<file path="config.mk">
export PLATFORM = sky130hd
export DESIGN_NAME = extend_arbiter
export DESIGN_NICKNAME = d
export VERILOG_FILES = /design/src/rtl/decode_pkg.sv /design/src/rtl/extend_arbiter_rr_arb2.sv /design/src/rtl/extend_arbiter.sv
export SDC_FILE = /design/constraint.sdc
export NUM_CORES = 1
export LEC_CHECK = 0
export ABC_AREA = 1
export CAP_MARGIN = 25
export CELL_PAD_IN_SITES_DETAIL_PLACEMENT = 0
export CELL_PAD_IN_SITES_GLOBAL_PLACEMENT = 1
export CORE_MARGIN = 3
export CORE_UTILIZATION = 24
export DETAILED_ROUTE_END_ITERATION = 12
export GPL_TIMING_DRIVEN = 0
export HOLD_SLACK_MARGIN = 0.05
export PLACE_DENSITY = 0.82
export RECOVER_POWER = 25
export SLEW_MARGIN = 20
export SYNTH_ARGS = -nofsm -noshare
export SYNTH_HDL_FRONTEND = slang
export SYNTH_SLANG_ARGS = --single-unit
</file>
<file path="constraint.sdc">
create_clock -name clk -period 1.38 [get_ports clk]
set_input_delay 0.414 -clock clk [delete_from_list [all_inputs] [get_ports clk]]
set_output_delay 0.414 -clock clk [all_outputs]
set_load 0.01 [all_outputs]
</file>
<file path="src/rtl/decode_pkg.sv">
// Shared decode types and the pure immediate-extension function.
package decode_pkg;

   typedef enum logic [1:0] {
      IMM_I     = 2'b00,
      IMM_J     = 2'b01,
      IMM_RSV   = 2'b10,
      IMM_SHAMT = 2'b11
   } imm_src_e;

   localparam logic [31:0] IMM_DEFAULT = 32'h00FF_FFFF;

   function automatic logic [31:0] ext_imm(input logic [25:0] a, input logic [1:0] src);
      logic [31:0] r;
      case (src)
         IMM_I:     r = {{16{a[15]}}, a[15:0]};
         IMM_J:     r = {6'b0, a};
         IMM_SHAMT: r = {24'b0, a[10:3]};
         default:   r = IMM_DEFAULT;
      endcase
      return r;
   endfunction

endpackage

</file>
<file path="src/rtl/extend_arbiter_rr_arb2.sv">
// Two-input round-robin picker; pointer moves only when a grant is taken.
module rr_arb2
   import decode_pkg::*;
(
   input  logic       clk,
   input  logic       rst_n,
   input  logic [1:0] req,
   input  logic       en,
   output logic [1:0] gnt,
   output logic       gnt_id
);

   logic last_grant;

   // On a tie the requester that did not win last time goes first.
   always_comb begin
      gnt_id = 1'b0;
      gnt    = 2'b00;
      if (req == 2'b11) gnt_id = ~last_grant;
      else              gnt_id = req[1];
      if (en && (|req)) gnt = gnt_id ? 2'b10 : 2'b01;
   end

   always_ff @(posedge clk or negedge rst_n) begin
      if (!rst_n)              last_grant <= 1'b1;
      else if (en && (|req))   last_grant <= gnt_id;
   end

endmodule

</file>
<file path="src/rtl/extend_arbiter.sv">
// Shares one immediate-extension path between scalar and vector decode.
// Optional macro EXT_ILLEGAL_CHK_EN adds rsp_err and zeroes reserved-mode results.
module extend_arbiter
   import decode_pkg::*;
#(
   parameter int N    = 32,
   parameter int NREQ = 2
) (
   input  logic                  clk,
   input  logic                  rst_n,
   input  logic [NREQ-1:0]       req_valid,
   output logic [NREQ-1:0]       req_ready,
   input  logic [NREQ-1:0][25:0] req_imm,
   input  logic [NREQ-1:0][1:0]  req_immsrc,
   output logic [NREQ-1:0]       rsp_valid,
   input  logic [NREQ-1:0]       rsp_ready,
   output logic [N-1:0]          rsp_ext
`ifdef EXT_ILLEGAL_CHK_EN
   ,
   output logic                  rsp_err
`endif
);

   typedef enum logic {EMPTY = 1'b0, FULL = 1'b1} state_e;

   state_e      state_q, state_d;
   logic        owner_q;
   logic        accept;
   logic        load;
   logic        gnt_id;
   logic [1:0]  gnt;
   logic [25:0] sel_imm;
   logic [1:0]  sel_src;
   logic [N-1:0] sel_ext;

   // rst_n gates accept so nothing is handshaken while reset is held.
   assign accept = rst_n && ((state_q == EMPTY) || rsp_ready[owner_q]);
   assign load   = accept && (|req_valid);

   rr_arb2 u_arb (
      .clk   (clk),
      .rst_n (rst_n),
      .req   (req_valid),
      .en    (accept),
      .gnt   (gnt),
      .gnt_id(gnt_id)
   );

   assign req_ready = gnt;
   assign sel_imm   = req_imm[gnt_id];
   assign sel_src   = req_immsrc[gnt_id];
   assign sel_ext   = N'(ext_imm(sel_imm, sel_src));

   always_comb begin
      state_d = state_q;
      if (load)        state_d = FULL;
      else if (accept) state_d = EMPTY;
   end

   always_ff @(posedge clk or negedge rst_n) begin
      if (!rst_n) state_q <= EMPTY;
      else        state_q <= state_d;
   end

   always_ff @(posedge clk or negedge rst_n) begin
      if (!rst_n) begin
         owner_q <= 1'b0;
         rsp_ext <= '0;
      end else if (load) begin
         owner_q <= gnt_id;
`ifdef EXT_ILLEGAL_CHK_EN
         rsp_ext <= (sel_src == IMM_RSV) ? '0 : sel_ext;
`else
         rsp_ext <= sel_ext;
`endif
      end
   end

`ifdef EXT_ILLEGAL_CHK_EN
   logic err_seen;

   // err_seen is sticky until reset so a reserved mode is never lost.
   always_ff @(posedge clk or negedge rst_n) begin
      if (!rst_n) begin
         rsp_err  <= 1'b0;
         err_seen <= 1'b0;
      end else if (load) begin
         rsp_err <= (sel_src == IMM_RSV);
         if (sel_src == IMM_RSV) err_seen <= 1'b1;
      end
   end
`endif

   always_comb begin
      rsp_valid = '0;
      if (state_q == FULL) rsp_valid[owner_q] = 1'b1;
   end

endmodule

</file>
Word level (Yosys, flattened, before mapping)
Index checks and enable logic that the tools add are counted.
W data, S select, Z words.

cells by class
  eq/ne operators = 3
  reduce and logical (&&, ||, !) cells = 7
  bitwise logic cells = 2
  multiplexer cells = 15
  order comparisons = 3

operators by type and width
  operator              count
  $pmux W32 S3          1
  $mux W26              2
  $mux W2               5
  $mux W1               6
  $eq A2 B2 Y1 const B  2
  $lt A1 B2 Y1 const B  2
  $logic_and A1 B1 Y1   3
  $eq A2 B1 Y1 const B  1
  $logic_not A2 Y1      1
  $not A1 Y1            2
  $reduce_bool A2 Y1    1
  $reduce_or A2 Y1      1
  $demux W1 S1          1
  $ge A1 B1 Y1 const B  1
  $logic_or A1 B1 Y1    1

word-level totals
  register bits = 35
  word-level logic and storage cells = 34
  output and inout port bits = 36
  input bits = 62

Depth between registers and ports, before layout
Gate-level depths: netlist (run 1).

  depth after elaboration = 6
  depth in mapped cells = 10
  depth with buffers taken out = 9

Modules after synthesis
From an unflattened synthesis (run 1), not the netlist that was laid out.

second synthesis, totals
  cells, all modules = 294
  area, all modules = 1931.9 sq um

by module, submodules not included
  module          cells an instance  times used  sequential area each (sq um)  area an instance (sq um)
  extend_arbiter  284                1           725.7                         1863.0
  rr_arb2         10                 1           26.3                          68.8

Worst setup path after synthesis (run 1)
No wires, ideal clock.

  path type = reg-to-output
  start point = register state_q
  end point = output port req_ready[0]
  stages on the path, launching flop included = 9
  required time = 0.966 ns
  slack = -0.206 ns
  data arrival time = 1.172 ns
  cells stage by stage = dfrtp_1 inv_1 nor2_1 nand2_1 nand3_1 nor2_2 inv_2 buf_4 nor2_1

between the ends
  longest elaborated chain between the ends = 5

ends and longest elaborated chain
  element                   line                          text
  start: declaration        extend_arbiter.sv:26          state_e state_q, state_d;
  start signal: assignment  extend_arbiter.sv:62          else state_q <= state_d;
  $not A1 Y1                extend_arbiter.sv:37          assign accept = rst_n && ((state_q == EMPTY) || rsp_ready[owner_q]);
  $logic_or A1 B1 Y1        extend_arbiter.sv:37
  $logic_and A1 B1 Y1       extend_arbiter.sv:37
  $logic_and A1 B1 Y1       extend_arbiter_rr_arb2.sv:21  if (en && (|req)) gnt = gnt_id ? 2'b10 : 2'b01;
  $mux W2                   extend_arbiter_rr_arb2.sv:21
  end: declaration          extend_arbiter.sv:12          output logic [NREQ-1:0] req_ready,

Every way passes these cells.

Final worst setup path (run 1)
Ends and elaborated chain as after synthesis.

==> results.md, run 1 <==
- Max_cap viols: 0
- Worst EP required: 0.97 ns
- Period utilization: 140%
- GR Util met1: ~20%
- Final Util: 52.9%
- Crit start category: flip-flop
- Failing checks: negative setup slack
- Maximum number of pins on one net before global-route repair: 24
- Diode count: 0
- Die area: 9110 um2
- Die X: 95.4 um
- Post-Synthesis Cell Area: 1920 um2
- GPL Wtd Cong: ~0.75
- Drt wl/cell: 13.6 um
- Avg Cell Area, Syn: 6.44 um2
- R2R setup slack: -0.24 ns
- Final wirelength: between 7 and 8 mm
- Placeable Area: 7490 um2
- Drt first pass iters: 4
- Avg Vias per Cell: approximately 4.4
- GR met3 Demand/Resource: 3.24%
- Clock Latency Late Sink: 0.28 ns
- Final #Nets: 494
- Static Leak: slightly below 2 nW
- Antenna violations before repair: 0
- Min cycle time layout: between 1.5 and 2 ns
- Top cell type's share of synthesized area: 37.8%
- Fmax: 519 MHz
- Worst hold path type: in2async
- Setup crit end kind: primary output
- Drc violations: 0
- Critical path peak fanout: 3
- Top cells by area, synth: dfrtp_1 (38%), nand2_1 (26%), nand3_1 (9.4%)
- Yosys warnings: 0
- Mapped Nets: 360
- Port buffer count: between 90 and 100
- CTS H-tree depth: 2
- Final non-filler cell total: 532
- Initial DRC count: 89
- Finish-stage setup viols: 36
- Rows: 31
- Netlist cell types: 19
- CTS buffer count: 5
- Filler cell count: 704
- Share of layout cells above drive strength 1: 31.4%
- Top Usage Layer GRT: met2
- DP Wirelength: 4.93 mm
- Gr ovfl total: 0
- R2r endpoint: rsp_ext[5]
- Total track usage: 16.4%
- Vias in the first global route: 2393
- Dpl cells: between 400 and 500
- Antenna Nets Post-Route: 0
- Clock Sinks: 30
- Cells on worst reg2reg path: 9
- Power Density: between 1000 and 1500 nW/um2
- Setup ws final: -0.546 ns
- RSZ-0062 raised after global routing: true
- Yosys top cell by area: dfrtp_1
- Final Hold Fails: 0
- CP arrival: 1.51 ns
- Root Driver: clkbuf_8
- Final Max Slew Viols: 0
- CTS max path bufs: 2
- Max IR drop VDD: 446 uV
- Worst-path clk slew: 0.07 ns
- Area Growth Syn to Fin: 106%
- Starting density of the core: 25.6%
- # IOs: 98
- First-pass GRT wire length: between 10 and 15 mm
- Status: complete, but fails checks
- TritonCTS clock tree: built
- Met2 global-route usage: 28.9%
- DIE HEIGHT: 95.4 um
- Worst-Margin Slew: 0.413 ns
- Crit Path Category: reg2out
- Reg-to-Reg Start: u_arb.last_grant
- Register area share after synthesis: 39.2%
- Setup Skew: around 0.011 ns
- Worst rel slew slack: 72.4%
- Tot Pwr: 4.94 mW
- Mapped Cells: 298
- Via count: 2337
- Seq cells post-synth: 30
-- kinds of logic after synthesis --
family                 after synthesis  share of synthesized area [%]
AOI/OAI and AO/OA                   12                           3.13
and+or+nand+nor                    207                           45.4
buffers and inverters               49                           12.3
DFF                                 30                           39.2
-- worst max path at each step --
stage,start,endpoint,slack [ns],depth (start not counted)
after floorplan,state_q,req_ready[0],-0.12,8
after global placement,rst_n,req_ready[0],-2.30,7
after detailed placement,req_valid[1],req_ready[1],-1.18,7
after CTS,state_q,req_ready[0],-0.55,10
after global routing,state_q,req_ready[0],-0.62,10
final,state_q,req_ready[0],-0.55,10
-- worst max-delay path: stages (launching register included) --
cell	delay, ns
dfrtp_1	0.40
inv_1	0.08
nor2_2	0.04
nand2_2	0.07
nand3_4	0.09
nor2_4	0.10
buf_6	0.12
inv_8	0.03
buf_8	0.11
nor2_4	0.09
buf_6	0.10
-- synth_stat cells --
master    count
nand2_4       1
nor2_4        2
dfrtp_1      29
nand2_1     134
buf_6         1
o21ai_0      12
nand3b_1      1
buf_4         9
inv_2         1
or2_2         1
nor2_1       25
dfstp_2       1
inv_1        30
nand3_1      36
buf_2         8
or2_0         2
nand2_2       3
nor2_2        1
nand3_2       1
-- per-stage QoR --
step / TNS [ns] / hold WS, ns / cell area (um2) / setup slack [ns]
2_1_floorplan: -0.186 / 0.118 / 1970 / -0.124
3_3_place_gp: -74.31 / 0.462 / 3060 / -2.30
3_5_place_dp: -21.72 / 0.305 / 3090 / -1.18
4_1_cts: -6.58 / 0.0644 / 3700 / -0.552
5_1_grt: -10.44 / 0.221 / 3960 / -0.616
6_report: -7.71 / 0.207 / 3960 / -0.546
-- flip-flops by register name, indices dropped and copies added (netlist names) --
name	count
rsp_ext	27
state_q	1
u_arb.last_grant	1
owner_q	1
-- placed cells by master, fill, tap and decap left out, drive strengths merged --
master,Yosys,final
dfrtp,29,29
dlygate4sd3,0,1
nor2,28,29
dfstp,1,1
nand3b,1,1
clkdlybuf4s50,0,56
o21ai,12,12
or2,3,3
dlygate4sd2,0,6
nand2,138,139
clkinv,0,2
buf,18,53
clkdlybuf4s15,0,25
clkbuf,0,8
inv,31,31
nand3,37,37
-- power by group --
part	switching, mW	internal (mW)	total, mW
clock network	0.333	0.349	0.682
registers	0.211	1.23	1.44
logic	1.39	1.42	2.81
-- per-layer routing --
metal / vias up / share of wire, %
met4: 0 / 1.6
met2: 82 / 51
met1: 1062 / 40
met3: 11 / 7.4
li1: 1182 / -
met5: - / 0
-- repair_timing --
action | 4_1_cts | 5_1_grt
setup endpoints to repair | 66 | 56
buffers inserted | 21 | 8
hold buffers | 1 | 0
pin swaps | 13 | 38
resized for setup | 163 | 76
gates cloned | 4 | 0
endpoints found under the hold margin | 8 | 0
-- final cells by class --
class                           count  area, um2  area share (%)
Clock buffer                        6       72.6            1.83
Tap cell                           99        124            3.13
Clock inverter                      2       10.0           0.253
Inverter                           31        126            3.19
Buffer                             15        169            4.26
Multi-Input combinational cell    221       1370            34.5
Timing Repair Buffer              128       1340            33.8
Sequential cell                    30        753            19.0
Note: power is estimated with default switching activity, not from simulation.
==> run 2: changes to the inputs <==
- PLACE_DENSITY: 0.82 -> 0.89
- SETUP_SLACK_MARGIN: not set -> 0.15
==> run 2 against run 1 <==
Compared with the run above:
- the run still ends with negative setup slack left
- cell count grew 3.4%
- sequential share of layout area shrank 0.76 points
- routed wire length grew 3.1%
- total power grew 8.0%
- critical path type unchanged
- largest power group unchanged
==> results.md, run 2 (synthesis results as in run 1) <==
- Placeable Area: 7490 um2 (unchanged)
- Worst rel slew slack: 79.2% (+6.8 points)
- Worst EP required: 0.97 ns (about the same)
- R2R setup slack: -0.34 ns (-0.10 ns)
- Total internal power: 3.29 mW (+9.5%)
- CTS H-tree depth: 2 (unchanged)
- Power Density: 1290 nW/um2 (+3.5%)
- Crit Path Category: reg2out
- Largest Register: rsp_ext
- Max_cap viols: 0 (unchanged)
- Total track usage: 15.9% (-0.46 points)
- Reg power frac: 27.2% (-2.0 points)
- Worst Setup SP: state_q
- Switching Share: 38.3% (-0.86 points)
- WP depth: 9 (-1)
- Die X: 95.4 um (unchanged)
- Period utilization: 141% (+1.8 points)
- Comb power frac: 59.1% (+2.1 points)
- CP endpoint: req_ready[0]
- Clock Latency Late Sink: 0.28 ns (about the same)
- CP arrival: 1.54 ns (+0.03 ns)
- Rows: 31 (unchanged)
- Switching power: 2.04 mW (+5.7%)
- Finish-stage setup viols: 39 (+8.3%)
- CP max stage delay: 0.39 ns (about the same)
- Crit start category: flip-flop
- Setup Skew: 0.00767 ns (-0.00331 ns)
- Min cycle time layout: 1.95 ns (+0.0247 ns)
- Cell mode on critical path: buf_6
- Filler cell count: 680 (-3.4%)
- Diode count: 0 (unchanged)
- Gr ovfl total: 0 (unchanged)
- Share of layout cells above drive strength 1: 44.8% (+13 points)
- Critical path's top delay family: buffers and inverters
- # IOs: 98 (unchanged)
- Setup crit end kind: primary output
- CTS max path bufs: 2 (unchanged)
- GPL Wtd Cong: 0.763 (+1.7%)
- Starting density of the core: 25.6% (unchanged)
- Initial DRC count: 70 (-21%)
- First-pass GRT wire length: 11.4 mm (-0.36%)
- Static Leak: 2.09 nW (+8.4%)
- Status: complete, but fails checks
- Crit-path cells: buf_6, nand3_4, nand3_4, nor2_4, buf_6, inv_8, buf_6, nor2_4, buf_6
- Antenna Nets Post-Route: 0 (unchanged)
- Maximum number of pins on one net before global-route repair: 32 (+33%)
- CP max stage cell: dfrtp_1
- Clock Sinks: 30 (unchanged)
- Vias in the first global route: 2370 (-0.96%)
- Drt wl/cell: 13.6 um (-0.26%)
- Max reg flops: 27 (unchanged)
- Final Hold Fails: 0 (unchanged)
- Cells on worst reg2reg path: 11 (+2)
- Max IR drop VDD: 414 uV (-7.2%)
- Area Growth Syn to Fin: 115%
- Via count: 2370 (+1.4%)
- Avg Vias per Cell: 4.31 (-1.9%)
- TritonCTS clock tree: built
- Worst hold path type: in2async
- DP Wirelength: 4.90 mm (-0.63%)
- R2r endpoint: rsp_ext[25]
- DIE HEIGHT: 95.4 um (unchanged)
- Most frequent cells in the layout: nand2_1 (105), clkdlybuf4s50_1 (56), buf_6 (42), inv_1 (28)
- Failing checks: negative setup slack
- Hold buffers post-CTS: 0 (-1)
- Final wirelength: 7.46 mm (+3.1%)
- Drt first pass iters: 4 (unchanged)
- Antenna violations before repair: 0 (unchanged)
- Worst Hold Slack: 0.0000661 ns (-0.207 ns)
- Final #Nets: 512 (+3.6%)
- Buf/Inv on CP: 5 (unchanged)
- Setup ws final: -0.570 ns (-0.0247 ns)
- Drc violations: 0 (unchanged)
- Fmax: 513 MHz (-1.3%)
- Die area: 9110 um2 (unchanged)
- Critical path peak fanout: 2 (-1)
- Clock power share: 13.7% (about the same)
- Root Driver: clkbuf_8
- Post-Place Setup Slack: -1.30 ns (-0.117 ns)
- Worst-path clk slew: 0.07 ns (about the same)
- Port buffer count: 97 (unchanged)
- RSZ-0062 raised after global routing: true
- CTS buffer count: 5 (unchanged)
- Worst-Margin Slew: 0.313 ns (-0.100 ns)
- Final Max Slew Viols: 0 (unchanged)
- Most common cell after layout, fill and taps aside: nand2_1
- Reg-to-Reg Start: u_arb.last_grant
[run 2: cell count changes in the layout (fill, tap and decap cells not counted), moves of 10 or more]
cell	previous run	this run
buf_6	26	42
nand3_1	18	8
nand3_2	12	24
buf_2	3	20
buf_4	13	27
clkdlybuf4s15_1	24	0
[run 2: how the worst min path moves through the flow]
stage | start | end | slack, ns | cells past startpoint
6_report | rst_n | rsp_ext[14] | 0.00007 | 1
5_1_grt | rst_n | rsp_ext[12] | 0.01 | 1
4_1_cts | rst_n | rsp_ext[14] | 0.08 | 1
3_5_place_dp | rsp_ext[0] | rsp_ext[0] | 0.47 | 2
3_3_place_gp | rsp_ext[25] | rsp_ext[25] | 0.46 | 2
2_1_floorplan | rst_n | owner_q | 0.12 | 0
[run 2: area by class of cell]
type | instances | area (um2) | area share [%]
timing repair buffer | 145 | 1410 | 34.0
tap | 99 | 124 | 3.00
clock buffer | 8 | 90.1 | 2.18
sequential | 30 | 754 | 18.3
buffer | 18 | 214 | 5.18
multi-input combinational | 219 | 1420 | 34.4
inverter | 31 | 126 | 3.06
[run 2: power by group through the flow]
stage / sequential [mW] / combinational [mW] / clock, mW
global placement: 1.44 / 2.34 / 0
CTS: 1.42 / 2.67 / 0.745
detailed placement: 1.45 / 2.35 / 0
global route: 1.49 / 3.43 / 0.781
floorplan: 1.58 / 1.05 / 0
finish: 1.45 / 3.15 / 0.732
[run 2: worst register-to-register path: stages, from the launching register on]
cell     delay (ns)
dfstp_2        0.56
nand2_4        0.08
buf_6          0.12
buf_6          0.12
nand3_4        0.09
nand2_8        0.08
buf_8          0.14
nand3_4        0.13
buf_4          0.14
nand2_1        0.05
nand2_1        0.07
nand2_1        0.05
[run 2: per-layer routing]
metal | routed length, um | vias to the layer above | global-route usage [%]
li1 | - | 1216 | -
met1 | 3210 | 1083 | 21.7
met2 | 3820 | 65 | 26.0
met3 | 362 | 6 | 2.92
met4 | 68 | 0 | 4.27
met5 | 0 | - | 0
[run 2: what timing repair did]
action                                  4_1_cts  5_1_grt
pin swaps                                    31       20
hold endpoints to repair                      0       29
cloned                                        4        0
endpoints found under the setup margin       66       62
setup buffers                                29       15
gates resized for setup                     234       63
[run 2: through the flow]
step           TNS (ns)  std cells  area, um2  total power [mW]  util, %
6_report         -10.06        550       4130              5.33     55.2
2_1_floorplan    -0.188        298       2140              2.63        -
3_3_place_gp     -69.88        494       3230              3.78     43.2
5_1_grt          -12.43        550       4130              5.70     55.2
3_5_place_dp     -22.21        494       3230              3.81     43.1
4_1_cts           -7.20        535       3760              4.84     50.3
